<file path="config.mk">
export PLATFORM = sky130hd
export DESIGN_NAME = ob_cntrl_mk_arb
export DESIGN_NICKNAME = d
export VERILOG_FILES = /design/src/rtl/ob_cntrl_mk_arb.sv
export SDC_FILE = /design/constraint.sdc
export NUM_CORES = 1
export LEC_CHECK = 0
export CORE_AREA = 2 2 207 209
export DETAILED_ROUTE_END_ITERATION = 7
export DIE_AREA = 0 0 209 211
export PLACE_DENSITY = 0.55
export SLEW_MARGIN = 20
export SYNTH_ARGS = -nofsm -noshare
export SYNTH_HDL_FRONTEND = slang
export SYNTH_SLANG_ARGS = --single-unit
</file>
<file path="constraint.sdc">
create_clock -name clk -period 3.3 [get_ports clk]
set_input_delay 0.33 -clock clk [delete_from_list [all_inputs] [get_ports clk]]
set_output_delay 0.33 -clock clk [all_outputs]
set_load 0.03 [all_outputs]
</file>
<file path="src/rtl/ob_cntrl_mk_arb.sv">
// ob_cntrl_mk_arb: market-order trade arbitration with a held valid/ready trade register
module ob_cntrl_mk_arb #(
   parameter int QTY_W    = 16,
   parameter int UID_W    = 32,
   parameter int PRICE_W  = 32,
   parameter int ARB_MODE = 0,
   parameter int MK_MK_EN = 1,
   parameter int CNT_W    = 32
) (
   input  logic               clk,
   input  logic               rst,
   input  logic               lm_bid_vld_r,
   input  logic [UID_W-1:0]   lm_bid_uid,
   input  logic [PRICE_W-1:0] lm_bid_price,
   input  logic [QTY_W-1:0]   lm_bid_qty,
   input  logic               lm_ask_vld_r,
   input  logic [UID_W-1:0]   lm_ask_uid,
   input  logic [PRICE_W-1:0] lm_ask_price,
   input  logic [QTY_W-1:0]   lm_ask_qty,
   input  logic               mk_bid_head_vld_r,
   input  logic [UID_W-1:0]   mk_bid_uid,
   input  logic [PRICE_W-1:0] mk_bid_price,
   input  logic [QTY_W-1:0]   mk_bid_qty,
   input  logic               mk_ask_head_vld_r,
   input  logic [UID_W-1:0]   mk_ask_uid,
   input  logic [PRICE_W-1:0] mk_ask_price,
   input  logic [QTY_W-1:0]   mk_ask_qty,
   input  logic               trade_qry,
   input  logic               trade_rdy,
   output logic               busy,
   output logic               trade_vld_r,
   output logic [2:0]         trade_kind_r,
   output logic [UID_W-1:0]   trade_ask_uid_r,
   output logic [UID_W-1:0]   trade_bid_uid_r,
   output logic [PRICE_W-1:0] trade_ask_price_r,
   output logic [PRICE_W-1:0] trade_bid_price_r,
   output logic               trade_ask_consumed_r,
   output logic               trade_bid_consumed_r,
   output logic [QTY_W-1:0]   trade_quantity_r,
   output logic [QTY_W-1:0]   trade_remainder_r,
   output logic [CNT_W-1:0]   trade_cnt_r
);
   typedef enum logic {IDLE, HOLD} state_t;
   state_t state_r, state_nx;
   logic [2:0] elig;
   logic [1:0] ptr_r, start, gidx, idx;
   logic [UID_W-1:0] a_uid [3], b_uid [3];
   logic [PRICE_W-1:0] a_pr [3], b_pr [3];
   logic [QTY_W-1:0] a_q [3], b_q [3];
   logic [QTY_W-1:0] s_aq, s_bq;
   logic load, acc;
   assign elig = {mk_bid_head_vld_r & mk_ask_head_vld_r & (MK_MK_EN != 0),
                  lm_ask_vld_r & mk_bid_head_vld_r,
                  lm_bid_vld_r & mk_ask_head_vld_r};
   assign start = ARB_MODE != 0 ? ptr_r : 2'd0;
   assign load = state_r == IDLE && trade_qry && |elig;
   assign acc = trade_vld_r & trade_rdy;
   assign trade_vld_r = state_r == HOLD;
   assign busy = trade_vld_r;
   assign s_aq = a_q[gidx];
   assign s_bq = b_q[gidx];
   // ask/bid side fields of each candidate pairing; MA/MB prices both sides at the ask price
   always_comb begin
      a_uid[0] = mk_ask_uid;   a_pr[0] = mk_ask_price; a_q[0] = mk_ask_qty;
      b_uid[0] = lm_bid_uid;   b_pr[0] = lm_bid_price; b_q[0] = lm_bid_qty;
      a_uid[1] = lm_ask_uid;   a_pr[1] = lm_ask_price; a_q[1] = lm_ask_qty;
      b_uid[1] = mk_bid_uid;   b_pr[1] = mk_bid_price; b_q[1] = mk_bid_qty;
      a_uid[2] = mk_ask_uid;   a_pr[2] = mk_ask_price; a_q[2] = mk_ask_qty;
      b_uid[2] = mk_bid_uid;   b_pr[2] = mk_ask_price; b_q[2] = mk_bid_qty;
   end
   // grant the first eligible candidate at or after the start index, wrapping modulo 3
   always_comb begin
      gidx = 2'd0;
      idx = 2'd0;
      for (int i = 2; i >= 0; i--) begin
         idx = 2'((int'(start) + i) % 3);
         if (elig[idx]) gidx = idx;
      end
   end
   // IDLE latches a trade on a qualified query; HOLD waits for acceptance
   always_comb begin
      state_nx = state_r == IDLE ? (load ? HOLD : IDLE) : (acc ? IDLE : HOLD);
   end
   // state, round-robin pointer and saturating accept counter
   always_ff @(posedge clk) begin
      if (rst) begin
         state_r <= IDLE;
         ptr_r <= 2'd0;
         trade_cnt_r <= '0;
      end else begin
         state_r <= state_nx;
         if (acc) begin
            trade_cnt_r <= &trade_cnt_r ? trade_cnt_r : trade_cnt_r + 1'b1;
            ptr_r <= ARB_MODE == 0 ? 2'd0 : trade_kind_r[0] ? 2'd1 : trade_kind_r[1] ? 2'd2 : 2'd0;
         end
      end
   end
   // enable-only trade register: loaded on a granted query, otherwise holds its value
   always_ff @(posedge clk) begin
      if (rst) begin
         trade_kind_r <= '0;
         trade_ask_uid_r <= '0;
         trade_bid_uid_r <= '0;
         trade_ask_price_r <= '0;
         trade_bid_price_r <= '0;
         trade_ask_consumed_r <= 1'b0;
         trade_bid_consumed_r <= 1'b0;
         trade_quantity_r <= '0;
         trade_remainder_r <= '0;
      end else if (load) begin
         trade_kind_r <= 3'b001 << gidx;
         trade_ask_uid_r <= a_uid[gidx];
         trade_bid_uid_r <= b_uid[gidx];
         trade_ask_price_r <= a_pr[gidx];
         trade_bid_price_r <= b_pr[gidx];
         trade_ask_consumed_r <= s_aq <= s_bq;
         trade_bid_consumed_r <= s_bq <= s_aq;
         trade_quantity_r <= s_aq < s_bq ? s_aq : s_bq;
         trade_remainder_r <= s_aq < s_bq ? s_bq - s_aq : s_aq - s_bq;
      end
   end
endmodule
</file>
==> impl_metrics.csv <==
group,metric,value,unit
power_and_ir_drop,fin_total_pwr,7.64,mW
timing,setup_tns,0,ps
synthesis,ys_warn_count,0,
clocking,clkTransAtPathRegs,80,ps
global_route,grt_pass1_wl,77.4,mm
finish,drive_above_1_share,0.149,
clocking,clock_latency,470,ps
outcome,outcome,"finished clean",
timing,fin_skew,11.9,ps
place,place.gp.congestion,0.927,
synthesis,yosys-top-cells-area,"dfxtp_1 (36%), nand2_1 (11%), a311oi_1 (7.7%)",
finish,final_util,0.454,
drt,wirelength,51.9,mm
synthesis,ys_types,88,
clocking,htree_levels,4,
finish,synthToLayoutAreaGrowth,72.1,%
drt,ant_nets,0,
flow_run,drv_cap,0,
setup_path,cp.arrival,3600,ps
synthesis,synth_compound_area_frac,0.232,
drt,drt_iter0_markers,815,
hold_path,hold_path_class,"in -> reg",
setup_path,startpoint_type,"input pin",
setup_path,worstRegToRegCells,10,
drt,met1_length,21.4,mm
synthesis,yosysSeqAreaShare,0.359,
floorplan,die_area,0.0441,mm²
place,port_buffers,526,
drt,top_layer,"met4",
synthesis,yosys.area_share.simple,0.237,
floorplan,io_pins,527,
global_route,grt_max_degree,103,
clocking,cts.sinks,198,
clocking,cts_tree,"yes",
finish,fin_cells,2611,
power_and_ir_drop,powerDensity,402,mW/mm²
drt,route.met3.wl,2.83,mm
drt,dr.pass1.iters,5,
timing,slew_viol_final,0,
power_and_ir_drop,p_leak,7.37,nW
drt,drc_errors,0,
floorplan,rows,75,
finish,nets,2408,
global_route,track_usage,0.229,
timing,slew-limit-headroom,0.390,
synthesis,avgSynthCellArea,7.78,µm²
place,post-place-cells,2576,
synthesis,syn-cell-area,0.0110,mm²
synthesis,synth-xor-area-share,0.0380,
setup_path,critPathRequiredTime,3710,ps
drt,route.met2.wl,26.5,mm
synthesis,ys.flop_type,"dfxtp_1",
finish,antennaDiodeCount,0,
synthesis,async_reset_ff_frac,0,
global_route,grt_pass1_vias,12600,
clocking,cts_buffers,17,
floorplan,initial_core_util,0.264,
place,dp_hpwl,40.7,mm
synthesis,synth_edf_count,0,
floorplan,fp.dieH,211,µm
synthesis,synth_adder_area_share,0.0238,
synthesis,synth_common_cells,"nand2_1 (331), dfxtp_1 (198), nor2_1 (168)",
timing,setup_slack,109,ps
synthesis,synth_mux_area_frac,0.0610,
synthesis,ys_ff_latch,198,
floorplan,die_x,209,µm
synthesis,netlist_instances,1418,
clocking,cts_hold_buffers,0,
drt,wl_per_cell,19.9,µm
timing,fmax,313,MHz
synthesis,synth_nets,1767,
global_route,antenna_found_initial,0,
timing,hold_viol_final,0,
timing,setup_viol,0,
floorplan,core_area,0.0418,mm²
setup_path,path_class,"in -> reg",
synthesis,synth.largest_area_cell,"dfxtp_1",
clocking,cts.path.max_buffers,2,
power_and_ir_drop,ir_drop,0.000320,V
drt,via_count,12900,
synthesis,synth_top_family_by_area,"simple AND/OR/NAND/NOR gates",
global_route,grt_remaining_overflow,0,
place,place_ws,-633,ps
timing,rsz0062_at_grt,"false",
timing,min_period_over_period,0.967,
synthesis,synth_top_area_frac,0.359,
synthesis,synth_most_common_cell,"nand2_1",
drt,via_per_inst,4.95,
clocking,ctsRootBufferMaster,"clkbuf_16",
timing,fin_crit,3190,ps
timing,worst_pin_slew,915,ps
setup_path,end_kind,"flop",
hold_path,hold_depth,2,
setup_path,critPathMaxFanout,5,
## metrics by stage
| stage | hold WS (ps) | cell area [µm²] |
|---|---|---|
| global route | 365 | 19000 |
| floorplan | 490 | 11100 |
| CTS | 330 | 18900 |
| detailed placement | 446 | 18200 |
| global placement | 442 | 18200 |
| finish | 359 | 19000 |
## metal layers
layer | vias up | global-route usage
met1 | 6094 | 0.271
met3 | 59 | 0.0456
li1 | 6325 | -
met2 | 434 | 0.417
met5 | - | 0
met4 | 0 | 0.0692
## cell families after synthesis
group | Yosys count
and+or+nand+nor | 611
AOI/OAI and AO/OA | 347
DFF | 198
buffers and inverters | 130
muxes | 64
xor gates and xnor gates | 47
adders and majority gates | 21
## cell usage in the layout (no fill, tap or decap), types with 5 or more instances in the layout
| cell | count |
|---|---|
| nand4_1 | 13 |
| buf_12 | 14 |
| or2_2 | 5 |
| a211oi_1 | 22 |
| nor2_1 | 164 |
| nand3_1 | 23 |
| o21ai_0 | 7 |
| o211ai_1 | 50 |
| buf_4 | 187 |
| and4_1 | 5 |
| and2_1 | 7 |
| inv_1 | 18 |
| a311oi_1 | 96 |
| o21ai_1 | 12 |
| dfxtp_1 | 198 |
| a21o_1 | 15 |
| a21oi_1 | 70 |
| a21boi_1 | 5 |
| ha_1 | 20 |
| o21a_1 | 5 |
| a31oi_1 | 7 |
| xnor2_1 | 21 |
| and3_1 | 22 |
| clkbuf_16 | 17 |
| clkdlybuf4s50_1 | 521 |
| xor2_1 | 24 |
| nand2_1 | 329 |
| mux2i_1 | 52 |
## critical path, cell delays in order
cell	delay [ps]
dlygate4sd2_1	280
o21ai_1	290
nor2_4	80
mux2_4	240
inv_4	40
ha_4	280
or3b_4	380
mux2_4	290
a21oi_4	190
nand3_4	100
a21oi_4	210
buf_6	140
mux2_2	340
nor4b_1	280
a211o_1	130
## what timing repair did
item / CTS / global route
pin swaps: 5 / 5
resized for setup: 13 / 29
setup buffers: 3 / 0
setup endpoints to repair: 17 / 22
## state kept, by name, summed over array words and instances, names as in the netlist
register              cells
trade_ask_price_r        32
trade_ask_uid_r          32
trade_bid_price_r        32
trade_bid_uid_r          32
trade_cnt_r              32
trade_quantity_r         16
trade_remainder_r        16
trade_kind_r              3
busy                      1
trade_ask_consumed_r      1
trade_bid_consumed_r      1
## cell type report
type                            instances  area, µm²
Clock buffer                           19        433
Fill cell                            4151      22800
Sequential cell                       198       3960
Multi-Input combinational cell       1090       6740
Clock inverter                         13       98.8
Timing Repair Buffer                  730       6980
Inverter                               22       85.1
Tap cell                              539        674
## where the power goes
group	internal [mW]	total (mW)	leakage [nW]	switching, mW
combinational	1.46	2.97	5.49	1.51
sequential	2.56	2.65	1.62	0.0978
clock	0.975	2.02	0.260	1.04
total	4.99	7.64	7.37	2.65
## worst paths after layout
kind | slack [ps] | startpoint | end
hold reg to reg | 460 | trade_bid_price_r[6] | trade_bid_price_r[6]
setup / recovery | 110 | lm_ask_vld_r | trade_remainder_r[11]
hold / removal | 360 | rst | trade_quantity_r[14]
setup reg to reg | 610 | trade_cnt_r[10] | trade_cnt_r[31]
Note: power is estimated with default switching activity, not from simulation.
